## config.mk

```make
export PLATFORM = sky130hd
export DESIGN_NAME = load_down_timer_flat
export DESIGN_NICKNAME = d
export VERILOG_FILES = /design/src/rtl/load_down_timer_pkg.sv /design/src/rtl/load_down_timer_if.sv /design/src/rtl/load_down_timer.sv /design/src/flat_wrapper.sv
export SDC_FILE = /design/constraint.sdc
export NUM_CORES = 1
export LEC_CHECK = 0
export BUFFER_PORTS_ARGS = -buffer_cell sky130_fd_sc_hd__buf_2
export CORE_AREA = 4 4 53 55
export DETAILED_ROUTE_END_ITERATION = 8
export DIE_AREA = 0 0 57 59
export HOLD_SLACK_MARGIN = 0.12
export SYNTH_ARGS = -nofsm -noshare
export SYNTH_HDL_FRONTEND = slang
export SYNTH_SLANG_ARGS = --single-unit
export TNS_END_PERCENT = 50
```

## constraint.sdc

```tcl
create_clock -name clk -period 1.95 [get_ports clk]
set_input_delay 0.39 -clock clk [delete_from_list [all_inputs] [get_ports clk]]
set_output_delay 0.39 -clock clk [all_outputs]
set_load 0.02 [all_outputs]
```

## src/rtl/load_down_timer_pkg.sv

```systemverilog
// Shared PMIC timer definitions: state encodings and default count width.
package load_down_timer_pkg;

    localparam int CNT_W = 8;

    typedef enum logic [1:0] {
        ST_IDLE = 2'd0,
        ST_RUN  = 2'd1,
        ST_DONE = 2'd2
    } state_t;

endpackage

```

## src/rtl/load_down_timer_if.sv

```systemverilog
// Control/status bundle of the countdown timer; the master drives strobes, the timer reports status.
interface load_down_timer_if
    import load_down_timer_pkg::*;
#(
    parameter int WIDTH = CNT_W
) ();

    logic [WIDTH-1:0] data;
    logic             load;
    logic             start;
    logic             enable;
    logic             ack;
    logic [WIDTH-1:0] out;
    logic             busy;
    logic             done;
    logic             tc;

    modport master (
        output data, load, start, enable, ack,
        input  out, busy, done, tc
    );

    modport slave (
        input  data, load, start, enable, ack,
        output out, busy, done, tc
    );

endinterface

```

## src/rtl/load_down_timer.sv

```systemverilog
// Loadable countdown timer with one-shot or auto-reload operation, a sticky done flag
// cleared by ack, and a registered one-cycle terminal-count pulse.
module load_down_timer
    import load_down_timer_pkg::*;
#(
    parameter int WIDTH       = CNT_W,
    parameter bit AUTO_RELOAD = 1'b0
) (
    input  logic             clk,
    input  logic             reset,
    load_down_timer_if.slave bus
);

    localparam logic [WIDTH-1:0] ONE  = WIDTH'(1);
    localparam logic [WIDTH-1:0] ZERO = '0;

    state_t           state, state_n;
    logic [WIDTH-1:0] count, count_n;
    logic [WIDTH-1:0] reload;
    logic             done, done_n;
    logic             tc, tc_n;
    logic             busy;

    // NOTE: sequential state uses non-blocking (<=) so every register samples pre-edge values.
    always_ff @(posedge clk) begin
        if (reset) begin
            state <= ST_IDLE;
        end else begin
            state <= state_n;
        end
    end

    // busy mirrors the registered state, so it is derived from the next state here.
    always_ff @(posedge clk) begin
        if (reset) begin
            count <= ZERO;
            done  <= 1'b0;
            tc    <= 1'b0;
            busy  <= 1'b0;
        end else begin
            count <= count_n;
            done  <= done_n;
            tc    <= tc_n;
            busy  <= (state_n == ST_RUN);
        end
    end

    // NOTE: the reload register is reset as well, so a reload before any load yields a known zero.
    always_ff @(posedge clk) begin
        if (reset) begin
            reload <= ZERO;
        end else if (bus.load) begin
            reload <= bus.data;
        end
    end

    // NOTE: every variable gets a default first so no path leaves it unassigned (no latches).
    always_comb begin
        state_n = state;
        count_n = count;
        done_n  = done;
        tc_n    = 1'b0;

        if (bus.load) begin
            state_n = ST_IDLE;
            count_n = bus.data;
            done_n  = 1'b0;
        end else begin
            unique case (state)
                ST_IDLE: begin
                    if (bus.start) begin
                        if (count != ZERO) begin
                            state_n = ST_RUN;
                        end else begin
                            state_n = ST_DONE;
                            tc_n    = 1'b1;
                            done_n  = 1'b1;
                        end
                    end
                end
                ST_RUN: begin
                    // The clear is applied first so a coincident terminal count re-sets done.
                    if (bus.ack) begin
                        done_n = 1'b0;
                    end
                    if (bus.enable) begin
                        if (count > ONE) begin
                            count_n = count - ONE;
                        end else if (count == ONE) begin
                            tc_n   = 1'b1;
                            done_n = 1'b1;
                            if (AUTO_RELOAD && (reload != ZERO)) begin
                                count_n = reload;
                            end else begin
                                count_n = ZERO;
                                state_n = ST_DONE;
                            end
                        end
                    end
                end
                ST_DONE: begin
                    count_n = ZERO;
                    if (bus.ack) begin
                        done_n  = 1'b0;
                        state_n = ST_IDLE;
                    end
                end
                default: begin
                    state_n = ST_IDLE;
                end
            endcase
        end
    end

    assign bus.out  = count;
    assign bus.busy = busy;
    assign bus.done = done;
    assign bus.tc   = tc;

endmodule

```

## src/flat_wrapper.sv

```systemverilog
// flat-port wrapper written by rule: the top's interface ports become plain ports
module load_down_timer_flat import load_down_timer_pkg::*;
#(
    parameter int WIDTH       = CNT_W,
    parameter bit AUTO_RELOAD = 1'b0
)
  (clk, reset, bus_data, bus_load, bus_start, bus_enable, bus_ack, bus_out, bus_busy, bus_done, bus_tc);
  load_down_timer_if #(.WIDTH(WIDTH)) bus_i ();
  input  logic clk;
  input  logic reset;
  input wire logic [$bits(bus_i.data)-1:0] bus_data;
  input wire logic [$bits(bus_i.load)-1:0] bus_load;
  input wire logic [$bits(bus_i.start)-1:0] bus_start;
  input wire logic [$bits(bus_i.enable)-1:0] bus_enable;
  input wire logic [$bits(bus_i.ack)-1:0] bus_ack;
  output wire logic [$bits(bus_i.out)-1:0] bus_out;
  output wire logic [$bits(bus_i.busy)-1:0] bus_busy;
  output wire logic [$bits(bus_i.done)-1:0] bus_done;
  output wire logic [$bits(bus_i.tc)-1:0] bus_tc;
  assign bus_i.data = bus_data;
  assign bus_i.load = bus_load;
  assign bus_i.start = bus_start;
  assign bus_i.enable = bus_enable;
  assign bus_i.ack = bus_ack;
  assign bus_out = bus_i.out;
  assign bus_busy = bus_i.busy;
  assign bus_done = bus_i.done;
  assign bus_tc = bus_i.tc;
  load_down_timer #(.WIDTH(WIDTH), .AUTO_RELOAD(AUTO_RELOAD)) u_core (.clk(clk), .reset(reset), .bus(bus_i));
endmodule
```

## After elaboration in Yosys (flattened, before gate mapping)

Index checks and enable logic that the tools add are counted.

- Bits in read-only memories: 0
- Output and inout port bits: 11
- Register bits: 13
- Memories kept: 0
- Bits in writable memories: 0
- Logic and storage cells: 48
- Bits of input ports: 14
- Bits in latches: 0

- $add $sub $neg: 1
- Equality and inequality tests: 8
- Muxes and demuxes: 26
- Magnitude comparators: 1
- Shift operators: 0
- $mul: 0
- Reduce and logical (&&, ||, !) cells: 7
- Div/mod/pow operators: 0
- Bitwise operators: 0

Operator list:

| kind | count |
|---|---|
| 2-to-1 mux 8 bit | 4 |
| case mux 8 bit (2 select lines) | 1 |
| 2-to-1 mux 2 bit | 7 |
| 2-to-1 mux 1 bit | 11 |
| equality test 8 x 1 -> 1 bit, second input constant | 1 |
| greater-than comparator 8 x 1 -> 1 bit, second input constant | 1 |
| nonzero test 8 bit | 1 |
| subtractor 8 x 1 -> 8 bit, second input constant | 1 |
| case mux 2 bit (3 select lines) | 1 |
| AND reduction 3 bit | 2 |
| nonzero test 3 bit | 2 |
| equality test 2 x 1 -> 1 bit, second input constant | 2 |
| inequality test 2 bit, second input constant | 2 |
| inequality test 4 x 2 -> 1 bit, second input constant | 1 |
| inequality test 3 bit, second input constant | 1 |
| case mux 1 bit (3 select lines) | 1 |
| equality test 2 bit, second input constant | 1 |
| logical NOT 2 bit | 1 |
| case mux 1 bit (2 select lines) | 1 |
| OR reduction 2 bit | 1 |

## Logic depth before layout (Yosys ltp)

- Depth in word-level cells: 7
- Depth in mapped cells: 8
- Mapped depth without buffers: 6

## Worst setup path after synthesis

Ideal clock, no wire load.

- Path type: reg-to-reg
- From: register u_core.count[0], in the netlist u_core.bus.out[0]
- To: register u_core.count[6], in the netlist u_core.bus.out[6]
- Arrival: 1.990 ns
- Required time: 1.862 ns
- Setup time: 0.088 ns
- Slack: -0.129 ns
- Cell stages (with the launch flop): 7
- Period minus slack after synthesis: 2.079 ns
- Buffers on the path: 0
- Cells stage by stage: dfxtp_1 -> inv_1 -> ha_1 -> or3b_1 -> or3_1 -> o41a_1 -> o32ai_2

- Longest elaborated chain between the ends: 5
- Elaborated cells between the ends (all ways): 9
- Those cells by class: add/sub: 1; order compare: 1; eq/ne: 2; mux: 4; reduce/logical: 1

RTL lines:

| element | line | text |
|---|---|---|
| start: declaration | load_down_timer.sv:18 | `logic [WIDTH-1:0] count, count_n;` |
| start signal: assignment | load_down_timer.sv:41 | `count <= count_n;` |
| subtractor 8 x 1 -> 8 bit / greater-than comparator 8 x 1 -> 1 bit (equally long branches) | load_down_timer.sv:88, load_down_timer.sv:87 |  |
| 2-to-1 mux 8 bit | load_down_timer.sv:87 | `if (count > ONE) begin` |
| 2-to-1 mux 8 bit | load_down_timer.sv:86 | `if (bus.enable) begin` |
| case mux 8 bit (2 select lines) | load_down_timer.sv:69 | `unique case (state)` |
| 2-to-1 mux 8 bit | load_down_timer.sv:64 | `if (bus.load) begin` |

Parallel ways exist; a longest one is shown, timed or not. The select of a mux whose other input is x is not followed.
A chain may end at the register's enable or synchronous reset.

## Worst setup path after layout

Ends and elaborated chain as after synthesis.

==> metrics <==
run status complete, no violations; Starting Density 0.377; io pins 25; die area 3360 um^2; first-pass GRT wire length 4280 um; FF+latch count, synth 13; non-filler cells, final 173; met1 wire length 1070 um; most frequent cell after synthesis dfxtp_1; worst skew pair latency 0.28 ns; GPL Wtd Cong 0.768; Die W 57 um; met3 wire length 183 um; WL met2 1250 um; number of H-tree levels 1; detailed-route DRC error count 0; final std cell area, no fill 1180 um^2; CTS Sinks 13; most frequent cells after synthesis dfxtp_1, inv_1, a22oi_1; Reg clk slew, reported paths 0.09 ns; synth unique cells 35; Final TNS setup 0 ns; max frequency 0.517 GHz; largest net degree at the start of global routing 18; initial antenna violation count 0; WL per Instance 14.7 um; Layout Nets 164; Worst EP arrival 2.12 ns; post-layout min period 1.94 ns; core area 2390 um^2; root buffer cell clkbuf_4; syn nets 128; share of the synthesized area in the top cell type 0.289; RSZ-0062 raised after global routing yes; Area after DPL 1140 um^2; Mapped Avg Cell Area 8.33 um^2; antenna-violating nets left 0; WHS 0.364 ns; Post-synth top flop dfxtp_1; Area Growth Syn to Fin 31.0%; Worst Clk Skew 0.00862 ns; CTS tree done; Area contributors post-synth dfxtp_1, ha_1, a22oi_1, nand2b_1, o32ai_1; CP endpoint kind register; Reg2Reg Setup Slack 0.01 ns; port bufs 24; DIE HEIGHT 59 um; Final setup viols 0; Routed WL 2540 um; DR vias/cell 5.70; Worst-Margin Slew 0.369 ns; Synth warnings 0; Final period util 0.992; CP startpoint kind register; maximum vdd drop 337 uV; cell taking the most area after synthesis dfxtp_1; Slew headroom 0.754; Tot Pwr 0.000871 W; DPL Wire Length 1960 um; initial DRC count 23; Mapped Cells 108; max_cap viols 0; Pwr Density 739 nW/um^2; Pins Over Slew Limit 0; GRT overflow 0; share of layout cells above drive strength 1 0.357; clock buffer depth 2; leak pwr 0.510 nW; Post-Place Cells 169; Cell Rows 18; Final Hold Fails 0; Crit Path Category register to register; n_diodes 0; vias in the first global route 952; number of CTS-inserted buffers 3; EDFF count, synth 0; DR top layer met4; worst-path fanout max 4; Hold/Removal Path Class input pin to register; Worst Path Required 2.14 ns; synthesized cell area 900 um^2; Post-synth ARST share 0; via count 986; First-pass DRT Iterations 4; GRT Overall Usage 0.162; post-synthesis sequential area ratio 0.289
==> path summary, 6_finish.rpt <==
check                                  startpoint           endpoint  cells past startpoint
worst max-delay path            u_core.bus.out[0]  u_core.bus.out[6]                      6
worst min register to register  u_core.bus.out[7]  u_core.bus.out[7]                      2
worst min-delay path                  bus_data[0]  u_core.bus.out[0]                      3
worst max register to register  u_core.bus.out[0]  u_core.bus.out[6]                      6
==> repair_timing <==
| action | in CTS | in global routing |
|---|---|---|
| gates resized for setup | 0 | 4 |
| hold buffers | 0 | 0 |
| setup buffers | 0 | 0 |
| setup endpoints to repair | 0 | 3 |
==> flip-flops by register name (all words and copies together), names as in the netlist <==
signal           cells
u_core.bus.out       8
u_core.bus.tc        1
u_core.state         2
u_core.bus.done      1
u_core.bus.busy      1
==> per-layer routing <==
| metal | up-vias | GRT usage |
|---|---|---|
| met1 | 462 | 0.210 |
| met4 | 0 | 0.0728 |
| li1 | 487 | - |
| met3 | 4 | 0.0327 |
| met2 | 33 | 0.261 |
| met5 | - | 0 |
==> stage by stage <==
stage	worst slack (ns)	utilization
floorplan	0.0133	-
global placement	0.0851	0.478
detailed placement	0.0297	0.478
CTS	0.00149	0.489
global route	-0.0457	0.494
finish	0.0148	0.494
==> critical path: stages (launching register included) <==
cell and delay (ns):
dfxtp_2 0.36, inv_4 0.08, ha_4 0.12, or3b_1 0.36, or3_4 0.34, o41a_1 0.39
o32ai_2 0.20
==> kinds of logic (layout without fill, tap and decap cells) <==
group                    count (synthesis)  count (layout)  share of synthesized area
adder cells (fa/ha/maj)                  6               6                     0.0834
AND/OR/NAND/NOR                         36              36                      0.227
flip-flops                              13              13                      0.289
AO/OA/AOI/OAI                           37              37                      0.331
buffers and inverters                   16              51                     0.0695
==> cell usage in the layout, fill, tap and decap left out, types with 2 or more instances in the layout <==
cell | Yosys | final
dfxtp_1 | 13 | 10
a22oi_1 | 9 | 9
o32ai_1 | 5 | 5
a41oi_1 | 3 | 3
and2_1 | 4 | 4
nor3_1 | 4 | 4
inv_4 | 0 | 2
nor2_1 | 5 | 5
o21ai_0 | 3 | 3
a32oi_1 | 2 | 2
o211ai_1 | 3 | 3
buf_4 | 0 | 12
ha_1 | 6 | 5
a21oi_1 | 2 | 2
clkbuf_4 | 0 | 3
dfxtp_2 | 0 | 3
a221oi_1 | 2 | 2
nand2b_1 | 7 | 7
nor2b_1 | 2 | 2
inv_1 | 11 | 9
nand2_1 | 5 | 5
a211oi_1 | 2 | 2
buf_2 | 2 | 24
==> final cells by class <==
| cell class | instances | area, um^2 |
|---|---|---|
| clock buffers | 4 | 26.3 |
| fillers | 264 | 1210 |
| inverters | 11 | 46.3 |
| multi-input cells | 79 | 594 |
| flip-flops and latches | 13 | 264 |
| well taps | 30 | 37.5 |
| repair buffers | 36 | 210 |
==> power breakdown <==
part           total (W)  internal, W  switching [W]
logic           0.000378     0.000175       0.000202
registers       0.000322     0.000292      0.0000300
clock network   0.000172    0.0000793      0.0000923
No activity file was read; power rests on OpenSTA's default activity.
